### src/rtl/pwm_phase_monitor_pkg.sv
// ----------------------------------------------------------------------------
// pwm_phase_monitor_pkg: shared motor constants and gate-decode state enum. Rev 1.0
// ----------------------------------------------------------------------------
`default_nettype none

package pwm_phase_monitor_pkg;

  // Shared with the phase driver so both ends agree on widths and dead time
  localparam int DEF_COUNTER_WIDTH = 10;
  localparam int DEF_MIN_DEAD_TIME = 2;

  typedef enum logic [2:0] {
    ST_IDLE   = 3'd0,
    ST_HIGH   = 3'd1,
    ST_GAP_HL = 3'd2,
    ST_LOW    = 3'd3,
    ST_GAP_LH = 3'd4
  } phase_state_t;

endpackage

`default_nettype wire

### src/rtl/pwm_sync_edge.sv
// ----------------------------------------------------------------------------
// pwm_sync_edge: 2-flop synchronizer followed by a registered rise/fall detect. Rev 1.0
// ----------------------------------------------------------------------------
`default_nettype none

module pwm_sync_edge (
  input  logic clk,
  input  logic rst_n,
  input  logic din,
  output logic sig,
  output logic rise,
  output logic fall
);

  logic [1:0] r_meta;

  // sig, rise and fall leave the edge register together, aligned to the same cycle
  always_ff @(posedge clk or negedge rst_n) begin
    if (!rst_n) begin
      r_meta <= 2'b00;
      sig    <= 1'b0;
      rise   <= 1'b0;
      fall   <= 1'b0;
    end else begin
      r_meta <= {r_meta[0], din};
      sig    <= r_meta[1];
      rise   <= r_meta[1] & ~sig;
      fall   <= ~r_meta[1] & sig;
    end
  end

endmodule

`default_nettype wire

### src/rtl/pwm_phase_monitor.sv
// ----------------------------------------------------------------------------
// pwm_phase_monitor: half-bridge gate read-back, duty/period decode, dead-time and fault flags. Rev 1.0
// ----------------------------------------------------------------------------
`default_nettype none

module pwm_phase_monitor
  import pwm_phase_monitor_pkg::*;
#(
  parameter int COUNTER_WIDTH  = DEF_COUNTER_WIDTH,
  parameter int DEAD_WIDTH     = 4,
  parameter int MIN_DEAD_TIME  = DEF_MIN_DEAD_TIME,
  parameter int TIMEOUT_CYCLES = 2048
) (
  input  logic                     clk,
  input  logic                     rst_n,
  input  logic                     pwm_high,
  input  logic                     pwm_low,
  input  logic                     clear_fault,
  output logic [COUNTER_WIDTH-1:0] duty_cycle,
  output logic [COUNTER_WIDTH-1:0] period,
  output logic                     duty_valid,
  output logic [DEAD_WIDTH-1:0]    dead_time_min,
  output logic                     fault_shoot,
  output logic                     fault_dead,
  output logic                     phase_static,
  output logic                     phase_high_z
);

  localparam int                     TW         = $clog2(TIMEOUT_CYCLES) + 1;
  localparam logic [COUNTER_WIDTH-1:0] C_CNT_MAX  = '1;
  localparam logic [DEAD_WIDTH-1:0]  C_DEAD_MAX = '1;
  localparam logic [DEAD_WIDTH-1:0]  C_MIN_DEAD = DEAD_WIDTH'(MIN_DEAD_TIME);
  localparam logic [TW-1:0]          C_TIMEOUT  = TW'(TIMEOUT_CYCLES);

  logic sh, sh_rise, sh_fall;
  logic sl, sl_rise, sl_fall;

  pwm_sync_edge u_sync_high (
    .clk  (clk),
    .rst_n(rst_n),
    .din  (pwm_high),
    .sig  (sh),
    .rise (sh_rise),
    .fall (sh_fall)
  );

  pwm_sync_edge u_sync_low (
    .clk  (clk),
    .rst_n(rst_n),
    .din  (pwm_low),
    .sig  (sl),
    .rise (sl_rise),
    .fall (sl_fall)
  );

  phase_state_t              r_state, w_state_nxt;
  logic                      w_shoot, w_gap_check, w_in_gap, r_armed;
  logic [DEAD_WIDTH-1:0]     r_gap, w_gap_inc, w_gap_now;
  logic [COUNTER_WIDTH-1:0]  r_high, r_per, w_high_inc, w_per_inc;
  logic [TW-1:0]             r_timer, w_timer_inc;

  assign w_shoot     = sh & sl;
  assign w_in_gap    = (r_state == ST_GAP_HL) || (r_state == ST_GAP_LH);
  assign w_gap_inc   = (r_gap == C_DEAD_MAX) ? r_gap : r_gap + 1'b1;
  // Gap length includes the cycle in which the opposite gate turns on
  assign w_gap_now   = w_in_gap ? w_gap_inc : '0;
  assign w_high_inc  = (r_high == C_CNT_MAX) ? r_high : r_high + COUNTER_WIDTH'(sh);
  assign w_per_inc   = (r_per == C_CNT_MAX) ? r_per : r_per + 1'b1;
  assign w_timer_inc = r_timer + 1'b1;

  always_ff @(posedge clk or negedge rst_n) begin
    if (!rst_n) r_state <= ST_IDLE;
    else        r_state <= w_state_nxt;
  end

  always_comb begin
    w_state_nxt = r_state;
    w_gap_check = 1'b0;
    case (r_state)
      ST_IDLE: begin
        if (sh_rise)      w_state_nxt = ST_HIGH;
        else if (sl_rise) w_state_nxt = ST_LOW;
      end
      ST_HIGH: begin
        // Hand-over in a single cycle is a zero-length gap
        if (sh_fall) begin
          w_state_nxt = sl_rise ? ST_LOW : ST_GAP_HL;
          w_gap_check = sl_rise;
        end
      end
      ST_GAP_HL: begin
        if (sl_rise) begin
          w_state_nxt = ST_LOW;
          w_gap_check = 1'b1;
        end else if (sh_rise) begin
          w_state_nxt = ST_HIGH;
        end
      end
      ST_LOW: begin
        if (sl_fall) begin
          w_state_nxt = sh_rise ? ST_HIGH : ST_GAP_LH;
          w_gap_check = sh_rise;
        end
      end
      ST_GAP_LH: begin
        if (sh_rise) begin
          w_state_nxt = ST_HIGH;
          w_gap_check = 1'b1;
        end else if (sl_rise) begin
          w_state_nxt = ST_LOW;
        end
      end
      default: w_state_nxt = ST_IDLE;
    endcase
    if (w_shoot) begin
      w_state_nxt = ST_IDLE;
      w_gap_check = 1'b0;
    end
  end

  always_ff @(posedge clk or negedge rst_n) begin
    if (!rst_n) begin
      r_gap         <= '0;
      r_high        <= '0;
      r_per         <= '0;
      r_timer       <= '0;
      r_armed       <= 1'b0;
      duty_cycle    <= '0;
      period        <= '0;
      duty_valid    <= 1'b0;
      dead_time_min <= C_DEAD_MAX;
      fault_shoot   <= 1'b0;
      fault_dead    <= 1'b0;
      phase_static  <= 1'b0;
      phase_high_z  <= 1'b0;
    end else begin
      duty_valid <= 1'b0;
      r_gap      <= (w_in_gap && (w_state_nxt == r_state)) ? w_gap_inc : '0;

      // A fault seen in the clearing cycle takes precedence over the clear
      if (w_shoot)          fault_shoot <= 1'b1;
      else if (clear_fault) fault_shoot <= 1'b0;

      if (w_gap_check && (w_gap_now < C_MIN_DEAD)) fault_dead <= 1'b1;
      else if (clear_fault)                        fault_dead <= 1'b0;

      if (w_gap_check && (clear_fault || (w_gap_now < dead_time_min)))
        dead_time_min <= w_gap_now;
      else if (clear_fault)
        dead_time_min <= C_DEAD_MAX;

      if (sh_rise) begin
        if (r_armed && !w_shoot) begin
          duty_cycle <= r_high;
          period     <= r_per;
          duty_valid <= 1'b1;
        end
        r_high       <= COUNTER_WIDTH'(1);
        r_per        <= COUNTER_WIDTH'(1);
        r_armed      <= ~w_shoot;
        r_timer      <= '0;
        phase_static <= 1'b0;
      end else begin
        r_high <= w_high_inc;
        r_per  <= w_per_inc;
        if (w_shoot) r_armed <= 1'b0;
        if (r_timer != C_TIMEOUT) begin
          r_timer <= w_timer_inc;
          if (w_timer_inc == C_TIMEOUT) begin
            phase_static <= 1'b1;
            duty_valid   <= 1'b1;
            duty_cycle   <= {COUNTER_WIDTH{sh}};
            period       <= C_CNT_MAX;
          end
        end
      end

      phase_high_z <= phase_static & ~sh & ~sl;
    end
  end

endmodule

`default_nettype wire

### config.mk
export PLATFORM = sky130hd
export DESIGN_NAME = pwm_phase_monitor
export DESIGN_NICKNAME = d
export VERILOG_FILES = /design/src/rtl/pwm_phase_monitor_pkg.sv /design/src/rtl/pwm_sync_edge.sv /design/src/rtl/pwm_phase_monitor.sv
export SDC_FILE = /design/constraint.sdc
export NUM_CORES = 1
export LEC_CHECK = 0
export CORE_ASPECT_RATIO = 0.9
export CORE_MARGIN = 4
export CORE_UTILIZATION = 30
export DETAILED_ROUTE_END_ITERATION = 10
export PLACE_DENSITY_LB_ADDON = 0.3
export SETUP_SLACK_MARGIN = 0.1
export SYNTH_ARGS = -nofsm -noshare
export SYNTH_HDL_FRONTEND = slang
export SYNTH_SLANG_ARGS = --single-unit
### constraint.sdc
create_clock -name clk -period 4.9 [get_ports clk]
set_input_delay 0.735 -clock clk [delete_from_list [all_inputs] [get_ports clk]]
set_output_delay 0.735 -clock clk [all_outputs]
set_load 0.005 [all_outputs]
After elaboration in Yosys (flattened, before gate mapping)
Cells that the tools add are included.

Bits in registers: 79.

Add/sub/neg operators: 4. $lt $le $gt $ge: 2. Eq/ne operators: 13. Muxes and demuxes: 47. Bitwise operators: 12. Reductions and logical operators: 17.

Operators with widths (number): $mux 10 (12); $mux 12 (2); $mux 3 (8); $eq 10x10->1 const B (2); $mux 4 (5); $mux 1 (18); $add 12x1->12 const B (1); $eq 12x12->1 const B (1); $ne 12x12->1 const B (1); $pmux 3 s4 (1); $reduce_bool 2->1 (6); $add 10x1->10 (1); $add 10x1->10 const B (1); $and 1x1->1 (7); $eq 3x2->1 const B (2); $not 1->1 (5); $add 4x1->4 const B (1); $eq 4x4->1 const B (1); $logic_and 1x1->1 (4); $lt 4x2->1 const B (1); $lt 4x4->1 (1); $ne 2x1->1 const B (2); $pmux 1 s4 (1); $eq 3x1->1 const B (1); 9 further kinds (10).

Longest topological paths before layout
Gate-level depths: netlist (run 1).

Depth after elaboration: 7. Depth in mapped cells: 10. Depth with buffers taken out: 10.

Hierarchy
From an unflattened synthesis (run 1), not the netlist that was laid out.

Cells, all modules: 362. Area, all modules: 3778.6 µm².

Modules (own cells, without submodules): pwm_phase_monitor (times used 1, cells each 348, area each 3498.4 µm²); pwm_sync_edge (times used 2, cells each 7, area each 140.1 µm²).

Worst setup path after synthesis (run 1)
OpenSTA, ideal clock, no wires.

Path kind: flip-flop to flip-flop. Start point: register r_timer[0]. End point: register duty_cycle[0]. Setup time: 125 ps. Arrival: 2338 ps. Required time: 4775 ps. Setup slack: 2437 ps. Stages on the path, launching flop included: 9. Path buffers: 1. Period minus slack after synthesis: 2463 ps. Path through: dfrtp_1 > ha_1 > nand3_2 > or3b_1 > a2111o_1 > a211o_1 > and2_4 > buf_6 > mux2_4.

Cells in the longest elaborated chain, start to end: 4. Elaborated cells between the ends (all ways): 6. Classes of those cells: add/sub (1); eq/ne (2); reduce/logical (3).

Ends and longest elaborated chain: start, declared (RTL line pwm_phase_monitor.sv:60) `logic [TW-1:0] r_timer, w_timer_inc;`; start signal, assigned (RTL line pwm_phase_monitor.sv:168) `r_timer <= w_timer_inc;`; $add 12x1->12 (RTL line pwm_phase_monitor.sv:69) `assign w_timer_inc = r_timer + 1'b1;`; $eq 12x12->1 (RTL line pwm_phase_monitor.sv:169) `if (w_timer_inc == C_TIMEOUT) begin`; $reduce_bool 2->1 (no line); $reduce_and 3->1 (no line) (*); end signal, assigned (RTL line pwm_phase_monitor.sv:154) `duty_cycle <= r_high;`; end signal, assigned (RTL line pwm_phase_monitor.sv:172) `duty_cycle <= {COUNTER_WIDTH{sh}};`; end, declared (RTL line pwm_phase_monitor.sv:19) `output logic [COUNTER_WIDTH-1:0] duty_cycle,`.

Every way passes the cells marked *; elsewhere a longest branch is shown, timed or not. A chain may end at the register's enable or synchronous reset.

Worst setup path in the final report (run 1)
Start point: register r_timer[0]. End point: register duty_cycle[4].

The elaborated chain is that of the path after synthesis.

==> flow_metrics.env, run 1 <==
export IMPL_status="complete, no violations"
export IMPL_clockRootBuffer="clkbuf_16"
export IMPL_synth_edf_count=0
export IMPL_timing_fmax_mhz=360
export IMPL_first_pass_iters=6
export IMPL_min_path_type="reg -> reg"
export IMPL_ant_nets=0
export IMPL_met3RoutedLength_um=239
export IMPL_nets=431
export IMPL_grt_pass1_vias=2863
export IMPL_synthesis_area_um2=3810
export IMPL_synth_fp_nets=401
export IMPL_avgRoutedWirePerCell_um=12.5
export IMPL_final_common_cell="dfrtp_1"
export IMPL_die_area_um2=14600
export IMPL_ctsHoldBuffers=0
export IMPL_clock_sinks=79
export IMPL_wl_met1_mm=3.44
export IMPL_die_h_um=115
export IMPL_syn_to_final_growth_pct=20.0
export IMPL_maxCapViolCount=0
export IMPL_ys_flop_type="dfrtp_1"
export IMPL_power_leakage_uw=0.00208
export IMPL_cp_arrival_ns=3.00
export IMPL_synthArstFlopShare_pct=100
export IMPL_layout_min_cycle_time_ns=2.78
export IMPL_period_share_pct=56.8
export IMPL_p_per_area_nw_per_um2=409
export IMPL_cts_tree="yes"
export IMPL_post_cts_repair_setup_buffers=0
export IMPL_overflow=0
export IMPL_final_cell_mix="dfrtp_1 (75), nand2_1 (54), nor2_1 (47)"
export IMPL_drt_iter0_drc=104
export IMPL_synth_ff_latch_count=79
export IMPL_clk_pin_slew_ns=0.06
export IMPL_ys_types=47
export IMPL_multi_input_area_um2=1700
export IMPL_crit_required_ns=5.12
export IMPL_row_count=38
export IMPL_cts_buffers=9
export IMPL_grt_max_degree=80
export IMPL_critPathKind="reg -> reg"
export IMPL_regArea_um2=1980
export IMPL_ios=34
export IMPL_floorplan_initialDensity_pct=31.2
export IMPL_hold_viol_final=0
export IMPL_ctsResizeCount=0
export IMPL_finClkSkew_ns=0.00945
export IMPL_htreeDepth=3
export IMPL_setup_violations=0
export IMPL_drt_total_wl_mm=7.30
export IMPL_vias=2795
export IMPL_diodes=0
export IMPL_start_kind="flop"
export IMPL_insertion_delay_ns=0.34
export IMPL_coreArea_um2=12200
export IMPL_gp_congestion=0.809
export IMPL_grt_usage_pct=11.0
export IMPL_dp_hpwl_mm=4.94
export IMPL_worst_path_max_fanout=12
export IMPL_endpoint_kind="flop"
export IMPL_antenna_found_initial=0
export IMPL_drc=0
export IMPL_nFillCells=1197
export IMPL_synth_warnings=0
export IMPL_wl_met2_mm=3.50
export IMPL_routed_via_density=4.80
export IMPL_instances_no_fill=582
export IMPL_port_buffers=33
export IMPL_grt_first_pass_wirelength_mm=13.3
export IMPL_slew_headroom_pct=35.1
export IMPL_rsz0062_at_grt="false"
export IMPL_maxSlewViolCount=0
export IMPL_synth_seq_area_share_pct=52.1
export IMPL_synth_avg_cell_area_um2=9.84
export IMPL_finalSetupTns_ns=0
export IMPL_ir_worst_vdd_uv=144
export IMPL_dr_max_layer_used="met4"
export IMPL_dp_cells=566
export IMPL_max_slew_worst_pin_slew_ns=0.974
export IMPL_die_w_um=127
export IMPL_drive_gt1_share_pct=8.29
export IMPL_cts_buffer_depth=2
export IMPL_netlist_instances=387
[flip-flops by register name, summed over array words and instances (netlist names), 2 cells and up]
name	count
duty_cycle	10
r_timer	12
period	10
u_sync_low.r_meta	2
r_gap	4
r_state	3
u_sync_high.r_meta	2
r_per	10
dead_time_min	4
r_high	10
[synthesized netlist by cell type, types with 5 or more instances]
cell type  instances  share of area [%]
a21oi_1           13                1.7
a31oi_1            5               0.82
and3_1             6               0.99
clkbuf_1          10               0.99
dfrtp_1           75                 49
ha_1               9                3.0
inv_1             16                1.6
mux2_4             9                3.5
mux2i_1            5                1.3
nand2_1           54                5.3
nand2b_1           7                1.2
nand3_1           22                2.9
nand3b_1           5               0.99
nand4_1            9                1.5
nor2_1            47                4.6
nor2b_1            7                1.2
nor3_1            12                1.6
o21ai_0            9                1.2
xnor2_1            9                2.1
xor2_1            12                2.8
[power by group]
group | switching [uW] | internal (uW) | total, uW
clock network | 256 | 393 | 650
logic | 147 | 208 | 355
registers | 105 | 757 | 863
total | 509 | 1360 | 1870
[cell type report]
type	count	area share, %
Multi-Input combinational cell	277	37.2
Clock inverter	6	1.37
Timing Repair Buffer	34	7.34
Sequential cell	79	43.4
Inverter	16	1.31
Clock buffer	10	5.01
Tap cell	160	4.38
[worst paths after layout]
check                                               start                              end  slack (ns)  depth (start not counted)
max                                r_timer[0]$_DFFE_PN0P_        duty_cycle[4]$_DFFE_PN0P_        2.12                          7
min                        u_sync_low.r_meta[0]$_DFF_PN0_   u_sync_low.r_meta[1]$_DFF_PN0_        0.36                          0
max in group asynchronous                           rst_n           r_timer[6]$_DFFE_PN0P_        3.72                          1
min in group asynchronous                           rst_n  u_sync_high.r_meta[0]$_DFF_PN0_        0.56                          1
min reg2reg                u_sync_low.r_meta[0]$_DFF_PN0_   u_sync_low.r_meta[1]$_DFF_PN0_        0.36                          0
max reg2reg                        r_timer[0]$_DFFE_PN0P_        duty_cycle[4]$_DFFE_PN0P_        2.12                          7
[metrics by stage]
step	util, %	area (um^2)	total power, uW	hold WS [ns]	setup WS [ns]
floorplan	-	3810	1060	0.331	2.44
global placement	35.0	4280	1230	0.334	2.17
detailed placement	35.0	4280	1240	0.352	2.12
CTS	37.4	4570	1890	0.366	2.10
global route	37.4	4570	1990	0.370	1.98
finish	37.4	4570	1870	0.362	2.12
[logic make-up after synthesis]
logic type | Yosys count | share of synthesized area, %
AO/OA/AOI/OAI | 45 | 7.79
flip-flops | 79 | 52.1
AND/OR/NAND/NOR | 186 | 23.7
multiplexers | 16 | 5.46
buffers and inverters | 31 | 3.25
XOR/XNOR | 21 | 4.83
adder cells (fa/ha/maj) | 9 | 2.96
[critical path: stages (launching register included)]
cell	delay, ns
dfrtp_1	0.43
ha_1	0.25
nand3_2	0.16
or3b_1	0.41
a2111o_1	0.36
a211o_1	0.42
and2_4	0.31
mux2_4	0.31
[per-layer routing]
metal	vias to the layer above	track usage [%]
met4	0	4.00
met2	37	18.3
met5	-	0
li1	1389	-
met1	1359	13.8
met3	10	3.16
Note: power is estimated with default switching activity, not from simulation.
==> run 2, diff against run 1 <==
==> constraint.sdc (replaced) <==
create_clock -name clk -period 2.7 [get_ports clk]
set_input_delay 0.405 -clock clk [delete_from_list [all_inputs] [get_ports clk]]
set_output_delay 0.405 -clock clk [all_outputs]
set_load 0.005 [all_outputs]
==> run 2 against run 1 <==
Net effect: cell count is 0.86% higher; first-iteration DRC count decreased by 28%; design area grew 0.79%; worst hold slack lost 0.14 ns; sequential power rose by 82%; critical endpoint is now duty_cycle[0]$_DFFE_PN0P_; sequential share of layout area down 0.29 points; critical path type unchanged; clock skew decreased by 0.0022 ns; largest cell class unchanged; highest routed layer unchanged; critical path depth unchanged; largest power group unchanged; power grew 80%.
==> flow_metrics.env, run 2 (synthesized netlist as in run 1, its figures left out) <==
export IMPL_status="complete, no violations"
export IMPL_overflow=0
export IMPL_port_buffers=33
export IMPL_hold_viol_final=0
export IMPL_maxSlewViolCount=0
export IMPL_rr_endpoint="duty_cycle[0]$_DFFE_PN0P_"
export IMPL_grt_first_pass_wirelength_mm=13.2
export IMPL_nFillCells=1184
export IMPL_period_share_pct=93.0
export IMPL_die_w_um=127
export IMPL_finClkSkew_ns=0.00723
export IMPL_dp_slack_ns=0.120
export IMPL_setup_violations=0
export IMPL_first_pass_iters=4
export IMPL_dp_hpwl_mm=5.12
export IMPL_drive_gt1_share_pct=10.3
export IMPL_critPathKind="reg -> reg"
export IMPL_routed_via_density=4.77
export IMPL_clk_pin_slew_ns=0.06
export IMPL_avgRoutedWirePerCell_um=12.9
export IMPL_nets=436
export IMPL_cts_buffer_depth=2
export IMPL_maxCapViolCount=0
export IMPL_gp_congestion=0.819
export IMPL_rrSetupSlack_ns=0.19
export IMPL_multi_input_area_um2=1710
export IMPL_die_h_um=115
export IMPL_largest_reg_flops=12
export IMPL_cts_buffers=9
export IMPL_regArea_um2=1980
export IMPL_diodes=0
export IMPL_slew_headroom_pct=35.2
export IMPL_htreeDepth=3
export IMPL_top_register="r_timer"
export IMPL_crit_required_ns=2.91
export IMPL_grt_pass1_vias=2756
export IMPL_finalSetupTns_ns=0
export IMPL_layout_min_cycle_time_ns=2.51
export IMPL_p_per_area_nw_per_um2=730
export IMPL_start_kind="flop"
export IMPL_clockRootBuffer="clkbuf_16"
export IMPL_power_leakage_uw=0.00208
export IMPL_r2r_start="r_timer[0]$_DFFE_PN0P_"
export IMPL_ir_worst_vdd_uv=306
export IMPL_clock_sinks=79
export IMPL_ios=34
export IMPL_syn_to_final_growth_pct=21.0
export IMPL_endpoint_kind="flop"
export IMPL_final_common_cell="dfrtp_1"
export IMPL_cts_tree="yes"
export IMPL_drt_total_wl_mm=7.59
export IMPL_coreArea_um2=12200
export IMPL_floorplan_initialDensity_pct=31.2
export IMPL_insertion_delay_ns=0.34
export IMPL_die_area_um2=14600
export IMPL_cp_arrival_ns=2.72
export IMPL_ff2ff_path_depth=7
export IMPL_min_path_type="in -> async"
export IMPL_drc=0
export IMPL_final_cell_mix="dfrtp_1 (73), nand2_1 (54), nor2_1 (47)"
export IMPL_drt_iter0_drc=75
export IMPL_setup_slack_ns=0.190
export IMPL_row_count=38
export IMPL_grt_max_degree=80
export IMPL_timing_fmax_mhz=398
export IMPL_grt_usage_pct=11.2
export IMPL_vias=2798
export IMPL_ant_nets=0
export IMPL_antenna_found_initial=0
export IMPL_worst_path_max_fanout=11
export IMPL_rsz0062_at_grt="false"
export IMPL_max_slew_worst_pin_slew_ns=0.971
run 2: critical path, stage by stage (launching register included):
cell and delay, ns:
dfrtp_2 0.41, ha_2 0.23, nand3_2 0.16, or3b_1 0.42, a2111o_1 0.38, a211o_1 0.25
and2_4 0.23, mux2_4 0.31
run 2: area by class of cell:
type / instances / share of cell area, %
well taps: 160 / 4.35
flip-flops and latches: 79 / 43.1
multi-input cells: 277 / 37.2
repair buffers: 39 / 8.09
clock inverters: 3 / 0.380
inverters: 16 / 1.30
clock buffers: 13 / 5.65
run 2: through the flow:
step	util [%]	cells	cell area (um^2)	total power, uW	hold slack (ns)
after floorplan	-	387	3810	1930	0.109
after detailed placement	35.2	569	4300	2250	0.337
after global routing	37.7	587	4610	3570	0.327
after CTS	37.5	585	4580	3390	0.286
final	37.7	587	4610	3360	0.227
after global placement	35.2	569	4300	2230	0.335
run 2: how the worst max path moves through the flow:
stage	startpoint	endpoint	slack, ns	cells past startpoint
6_report	r_timer[0]$_DFFE_PN0P_	duty_cycle[0]$_DFFE_PN0P_	0.19	7
2_1_floorplan	r_timer[0]$_DFFE_PN0P_	duty_cycle[0]$_DFFE_PN0P_	0.24	8
4_1_cts	r_timer[0]$_DFFE_PN0P_	duty_cycle[0]$_DFFE_PN0P_	0.10	7
5_1_grt	r_timer[0]$_DFFE_PN0P_	duty_cycle[8]$_DFFE_PN0P_	0.09	7
3_3_place_gp	r_timer[0]$_DFFE_PN0P_	duty_cycle[4]$_DFFE_PN0P_	0.23	7
3_5_place_dp	r_timer[0]$_DFFE_PN0P_	duty_cycle[0]$_DFFE_PN0P_	0.12	7
run 2: timing repair:
action,4_1_cts,5_1_grt
buffers inserted,0,2
hold buffers,0,0
resized for setup,0,6
setup endpoints to repair,0,14
endpoints found under the hold margin,0,0
run 2: power by group:
group | internal [uW] | total (uW) | switching (uW) | leakage (uW)
clock | 670 | 1120 | 455 | 0.000136
combinational | 394 | 671 | 277 | 0.000919
sequential | 1380 | 1570 | 190 | 0.00102
run 2: routing by layer:
metal	GRT usage (%)	wire length [um]
met5	0	0
met4	6.00	180
met3	2.14	165
met2	17.7	3610
met1	14.6	3630
==> run 3, diff against run 2 <==
--- a/config.mk
+++ b/config.mk
@@ -9,8 +9,10 @@
 export CORE_MARGIN = 4
 export CORE_UTILIZATION = 30
 export DETAILED_ROUTE_END_ITERATION = 10
+export MAX_ROUTING_LAYER = met4
 export PLACE_DENSITY_LB_ADDON = 0.3
 export SETUP_SLACK_MARGIN = 0.1
+export SLEW_MARGIN = 10
 export SYNTH_ARGS = -nofsm -noshare
 export SYNTH_HDL_FRONTEND = slang
 export SYNTH_SLANG_ARGS = --single-unit
==> constraint.sdc (replaced) <==
create_clock -name clk -period 2.7 [get_ports clk]
set_input_delay 0.405 -clock clk [delete_from_list [all_inputs] [get_ports clk]]
set_output_delay 0.405 -clock clk [all_outputs]
set_load 0.01 [all_outputs]
==> run 3 against run 2 <==
Net effect: flip-flop and latch count unchanged; combinational power rose by 5.4%; cell count unchanged; sequential share of layout area is the same; global-route usage grew 0.37 points; power is 1.1% higher; maximum frequency up 0.25%; sequential power is essentially flat; via count is essentially flat; highest routed layer unchanged.
==> flow_metrics.env, run 3 (synthesized netlist as in run 1, its figures left out) <==
export IMPL_avgRoutedWirePerCell_um=12.9
export IMPL_p_per_area_nw_per_um2=737
export IMPL_gp_congestion=0.831
export IMPL_die_w_um=127
export IMPL_power_leakage_uw=0.00208
export IMPL_hold_viol_final=0
export IMPL_cp_num_buf_inv=0
export IMPL_vias=2797
export IMPL_grt_pass1_vias=2748
export IMPL_ant_nets=0
export IMPL_r2r_start="r_timer[0]$_DFFE_PN0P_"
export IMPL_ctsHoldBuffers=0
export IMPL_antenna_found_initial=0
export IMPL_largest_reg_flops=12
export IMPL_rsz0062_at_grt="false"
export IMPL_setup_violations=0
export IMPL_crit_required_ns=2.91
export IMPL_setup_slack_ns=0.197
export IMPL_slew_headroom_pct=35.2
export IMPL_drive_gt1_share_pct=10.3
export IMPL_cpPeakStageDelay_ns=0.42
export IMPL_finClkSkew_ns=0.00697
export IMPL_cts_tree="yes"
export IMPL_maxCapViolCount=0
export IMPL_routed_via_density=4.76
export IMPL_syn_to_final_growth_pct=21.0
export IMPL_drt_iter0_drc=69
export IMPL_floorplan_initialDensity_pct=31.2
export IMPL_slowest_stage="or3b_1"
export IMPL_switchingPower_uw=955
export IMPL_drc=0
export IMPL_final_cell_mix="dfrtp_1 (73), nand2_1 (54), nor2_1 (47)"
export IMPL_port_buffers=33
export IMPL_first_pass_iters=4
export IMPL_min_path_type="in -> async"
export IMPL_drt_total_wl_mm=7.56
export IMPL_clk_pin_slew_ns=0.06
export IMPL_max_slew_worst_pin_slew_ns=0.972
export IMPL_top_register="r_timer"
export IMPL_die_h_um=115
export IMPL_grt_max_degree=80
export IMPL_intPower_uw=2440
export IMPL_layout_min_cycle_time_ns=2.50
export IMPL_die_area_um2=14600
export IMPL_clockPowerShare_pct=33.1
export IMPL_cts_buffers=9
export IMPL_sw_frac_of_total_pct=28.1
export IMPL_sequentialPowerShare_pct=46.1
export IMPL_row_count=38
export IMPL_period_share_pct=92.7
export IMPL_overflow=0
export IMPL_start_kind="flop"
export IMPL_timing_fmax_mhz=399
export IMPL_combinationalPowerShare_pct=20.8
export IMPL_crit_chain="ha_2 -> nand3_2 -> or3b_1 -> a2111o_1 -> a211o_1 -> and2_4 -> mux2_4"
export IMPL_cpLargestDelayFamily="simple AND/OR/NAND/NOR gates"
export IMPL_clockRootBuffer="clkbuf_16"
export IMPL_insertion_delay_ns=0.34
export IMPL_endpoint_kind="flop"
export IMPL_status="complete, no violations"
export IMPL_rrSetupSlack_ns=0.20
export IMPL_coreArea_um2=12200
export IMPL_grt_usage_pct=11.6
export IMPL_nets=436
export IMPL_ir_worst_vdd_uv=306
export IMPL_clock_sinks=79
export IMPL_ff2ff_path_depth=7
export IMPL_diodes=0
export IMPL_dp_slack_ns=0.120
export IMPL_finalSetupTns_ns=0
export IMPL_grt_first_pass_wirelength_mm=13.3
export IMPL_maxSlewViolCount=0
export IMPL_cp_arrival_ns=2.72
export IMPL_ios=34
export IMPL_cts_buffer_depth=2
export IMPL_critPathKind="reg -> reg"
export IMPL_worst_path_max_fanout=11
export IMPL_dp_hpwl_mm=5.12
export IMPL_rr_endpoint="duty_cycle[0]$_DFFE_PN0P_"
export IMPL_htreeDepth=3
export IMPL_final_common_cell="dfrtp_1"
-- run 3: cell counts in the layout (fill, tap and decap cells not counted) --
No cell type changed its count.
-- run 3: final cells by class --
type	count	area, um^2
Inverter	16	60.1
Multi-Input combinational cell	277	1710
Timing Repair Buffer	39	373
Sequential cell	79	1980
Clock buffer	13	260
Tap cell	160	200
Fill cell	1184	7610
Clock inverter	3	17.5
-- run 3: stage by stage --
stage               hold slack (ns)  std cells  cell area (um^2)  power [uW]  utilization, %
finish                        0.227        587              4610        3400            37.7
global route                  0.327        587              4610        3610            37.7
CTS                           0.286        585              4580        3430            37.5
detailed placement            0.337        569              4300        2280            35.2
global placement              0.335        569              4300        2260            35.2
floorplan                     0.109        387              3810        1960               -
-- run 3: layer usage --
metal  up-vias  global-route usage (%)  share of wire (%)
met2        29                    17.7                 48
met1      1356                    14.6                 47
li1       1400                       -                  -
met3        12                    2.14                2.4
met5         -                       -                  0
met4         0                    6.00                2.4
-- run 3: worst max path at each step --
stage | from | endpoint | slack, ns | depth (start not counted)
finish | r_timer[0]$_DFFE_PN0P_ | duty_cycle[0]$_DFFE_PN0P_ | 0.20 | 7
global route | r_timer[0]$_DFFE_PN0P_ | duty_cycle[8]$_DFFE_PN0P_ | 0.09 | 7
CTS | r_timer[0]$_DFFE_PN0P_ | duty_cycle[0]$_DFFE_PN0P_ | 0.10 | 7
detailed placement | r_timer[0]$_DFFE_PN0P_ | duty_cycle[0]$_DFFE_PN0P_ | 0.12 | 7
global placement | r_timer[0]$_DFFE_PN0P_ | duty_cycle[4]$_DFFE_PN0P_ | 0.23 | 7
floorplan | r_timer[0]$_DFFE_PN0P_ | duty_cycle[0]$_DFFE_PN0P_ | 0.24 | 8
-- run 3: power by group through the flow --
stage	clock network, uW	registers (uW)	logic (uW)
3_5_place_dp	0	1580	700
2_1_floorplan	0	1560	400
5_1_grt	1220	1600	789
6_report	1120	1570	707
3_3_place_gp	0	1580	684
4_1_cts	1160	1560	702
-- run 3: worst reg2reg max path, delay by kind of cell (launching register included) --
kind            cells  cell delay, ns
simple gates        3            0.81
fa+ha+maj           1            0.23
mux                 1            0.31
compound gates      2            0.63
flops               1            0.41
-- run 3: repair_timing --
item,CTS,global route
buffers inserted,0,2
resized for setup,0,6
endpoints found under the setup margin,0,14
